### config.mk
export PLATFORM = sky130hd
export DESIGN_NAME = sat_counter
export DESIGN_NICKNAME = d
export VERILOG_FILES = /design/src/rtl/sat_counter.sv
export SDC_FILE = /design/constraint.sdc
export NUM_CORES = 1
export LEC_CHECK = 0
export ABC_AREA = 1
export CORE_AREA = 2 2 39 41
export CTS_BUF_LIST = sky130_fd_sc_hd__clkbuf_8
export CTS_CLUSTER_DIAMETER = 50
export CTS_CLUSTER_SIZE = 28
export DETAILED_ROUTE_END_ITERATION = 8
export DIE_AREA = 0 0 41 43
export DONT_BUFFER_PORTS = 1
export GPL_ROUTABILITY_DRIVEN = 1
export MAX_ROUTING_LAYER = met4
export PLACE_DENSITY = 0.51
export SYNTH_ARGS = -nofsm -noshare
export SYNTH_HDL_FRONTEND = slang
export SYNTH_SLANG_ARGS = --single-unit
### constraint.sdc
create_clock -name clk -period 1.6 [get_ports clk]
set_clock_uncertainty 0.1 [all_clocks]
set_input_delay 0.16 -clock clk [delete_from_list [all_inputs] [get_ports clk]]
set_output_delay 0.16 -clock clk [all_outputs]
set_load 0.01 [all_outputs]
### src/rtl/sat_counter.sv
// Saturating event counter; a clear coincident with an increment leaves one event counted.
module sat_counter #(
    parameter int unsigned ERR_WIDTH = 8
) (
    input  logic                 clk,
    input  logic                 rst,
    input  logic                 inc,
    input  logic                 clr,
    output logic [ERR_WIDTH-1:0] count
);

    localparam logic [ERR_WIDTH-1:0] Max = '1;
    localparam logic [ERR_WIDTH-1:0] One = ERR_WIDTH'(1);

    always_ff @(posedge clk) begin
        if (rst) begin
            count <= '0;
        end else if (clr) begin
            count <= inc ? One : '0;
        end else if (inc && (count != Max)) begin
            count <= count + One;
        end
    end

endmodule

==> reports/results.tsv <==
metric	value	unit
status	finished clean	
avgSynthCellArea	6.556	um^2
syn-num-nets	80	
path_max_fanout	6	
core	1384	um^2
startpoint_type	register	
r2r-start	count[0]	
cts_root_buffer	clkbuf_8	
pin_count	12	
grt_overflow	0	
post_cts_buffers	0	
num_rows	14	
top_regs	count x8	
place.gp.congestion	0.7417	
top_register	count	
synth_top_area_cell	dfxtp_1	
drt_first_pass_iters	4	
die_x	41	um
wl	1120	um
cts_made_buffers	3	
cp_num_cells	8	
nNetsFinal	93	
yosysMostFrequentCell	nand2_1	
io_buffers	0	
clock_tree.buffer_depth	2	
path_class	register to register	
crit_family	simple AND/OR/NAND/NOR gates	
multi_input_area	296.5	um^2
cpMaxStageDelayCell	dfxtp_1	
ant_nets	0	
cts_tree	done	
antennaDiodeCount	0	
syn_area	491.7	um^2
ys_async_sr_fraction	0	
cts.htree.levels	1	
slew_viol_final	0	
synth_edf_count	0	
tightest_slew	0.2455	ns
dieArea	1763	um^2
hold_viol_final	0	
busiest_layer	met1	
ys_top_cells_by_count	nand2_1 (16), nor2_1 (10), inv_1 (9), nand3_1 (9), dfxtp_1 (8)	
die_y	43	um
period_needed	1.421	ns
drc	0	
vias_per_cell	5.108	
start_util	0.3553	
synth_flop_cell	dfxtp_1	
setup-tns-final	0	ns
yosys_register_bits	8	
cp.required	1.63	ns
syn_inst	75	
yosysWarnings	0	
largest_reg_flops	8	
grt_pass1_wl	1994	um
cellLeakagePower	0.2700	nW
antenna_found_initial	0	
final_cells	102	
grt_use_met3	0.07853	
track_usage	0.1792	
place_inst	97	
hp-start	rst	
fmax	703.6	MHz
cts_sinks	8	
finalSetupViolCount	0	
syn_to_final_growth	26.21	%
hp-class	input pin to register	
hold_depth	3	
layout-drive-gt1-share	0.2209	
post-route-period-util	0.8883	
cp.arrival	1.45	ns
rsz0062_at_grt	no	
clk_latency	0.24	ns
vias	521	
clkTransAtPathRegs	0.04	ns
ys_seq_area_frac	0.3257	
crit_path_start	count[0]	
vdd_drop_max	0.0004138	V
path_buf_inv	0	
grtUsageMet2	0.2125	
synth.area.top_cells	dfxtp_1 (33%), nand2_1 (12%), nand3_1 (9.2%)	
drt-initial-drc-count	9	
ff2ff_path_depth	8	
seqCellArea	160.2	um^2
power.density	830.3	nW/um^2
path_cells	ha_2 -> nand2_2 -> nor2_2 -> nand2_4 -> nand2_4 -> nand2_2 -> nor2_1 -> nor2_1	
post-dp-hpwl	868.4	um
slew_headroom	0.8361	
drv_cap	0	
fillCellCount	149	
grt_pass1_vias	449	
end_kind	register	
max_stage_delay	0.33	ns
synth_top_area_share	0.3257	
grt_start_max_net_pins	9	
wire_per_inst	10.98	um
synthDistinctLibCells	18	
met1_usage	0.2355	
## path summary, 6_finish.rpt
check	to	slack, ns
worst min register to register	count[6]	0.40
worst max-delay path	count[5]	0.18
worst max register to register	count[5]	0.18
worst min-delay path	count[5]	0.005
## per-layer routing
layer,up-vias,share of wire
li1,267,-
met1,232,0.45
met2,19,0.45
met3,3,0.067
met4,0,0.028
met5,-,0
## worst min-delay path, delay by kind of cell
family,cells,cell delay [ns]
AND/OR/NAND/NOR,3,0.13
## layout make-up
cell class	count	share of cell area
Inverter	10	0.06048
Multi-Input combinational cell	57	0.4778
Timing Repair Buffer	8	0.1048
Clock buffer	3	0.06653
Tap cell	16	0.03226
Sequential cell	8	0.2581
## logic make-up (layout without fill, tap and decap cells)
| family | Yosys count | in the layout | synth area share |
|---|---|---|---|
| buffers and inverters | 10 | 21 | 0.07632 |
| AOI/OAI and AO/OA | 9 | 9 | 0.09922 |
| DFF | 8 | 8 | 0.3257 |
| adders and majority gates | 1 | 1 | 0.02544 |
| and+or+nand+nor | 47 | 47 | 0.4733 |
## per-stage QoR
stage / hold WS (ns) / setup slack [ns] / util / instance area, um^2 / power (mW)
6_report: 0.004992 / 0.1788 / 0.4485 / 620.6 / 0.5153
5_1_grt: 0.02186 / 0.02685 / 0.4485 / 620.6 / 0.5445
4_1_cts: 0.00001726 / 0.1438 / 0.4467 / 618.1 / 0.5255
3_5_place_dp: 0.1322 / 0.1454 / 0.4024 / 556.8 / 0.2588
3_3_place_gp: 0.1342 / 0.1589 / 0.4024 / 556.8 / 0.2594
2_1_floorplan: 0.1291 / 0.1640 / - / 491.7 / 0.2450
## power by group
part | switching, mW | internal (mW)
sequential | 0.00397 | 0.206
combinational | 0.0298 | 0.0207
clock | 0.0910 | 0.164
total | 0.125 | 0.390
## repair_timing
| action | 4_1_cts | 5_1_grt |
|---|---|---|
| endpoints found under the hold margin | 4 | 0 |
| hold buffers | 2 | 0 |
| resized for setup | 0 | 1 |
| setup endpoints to repair | 0 | 1 |
## placed cells by master (no fill, tap or decap), types with 3 or more instances in the layout
master and instances:
nand2_1 16, nor2_1 10, inv_1 9, nand3_1 9, dfxtp_1 8, buf_4 6, a21oi_1 5, nand2_2 3
nand4_1 3, clkbuf_8 3
(Power assumes the default switching activity.)
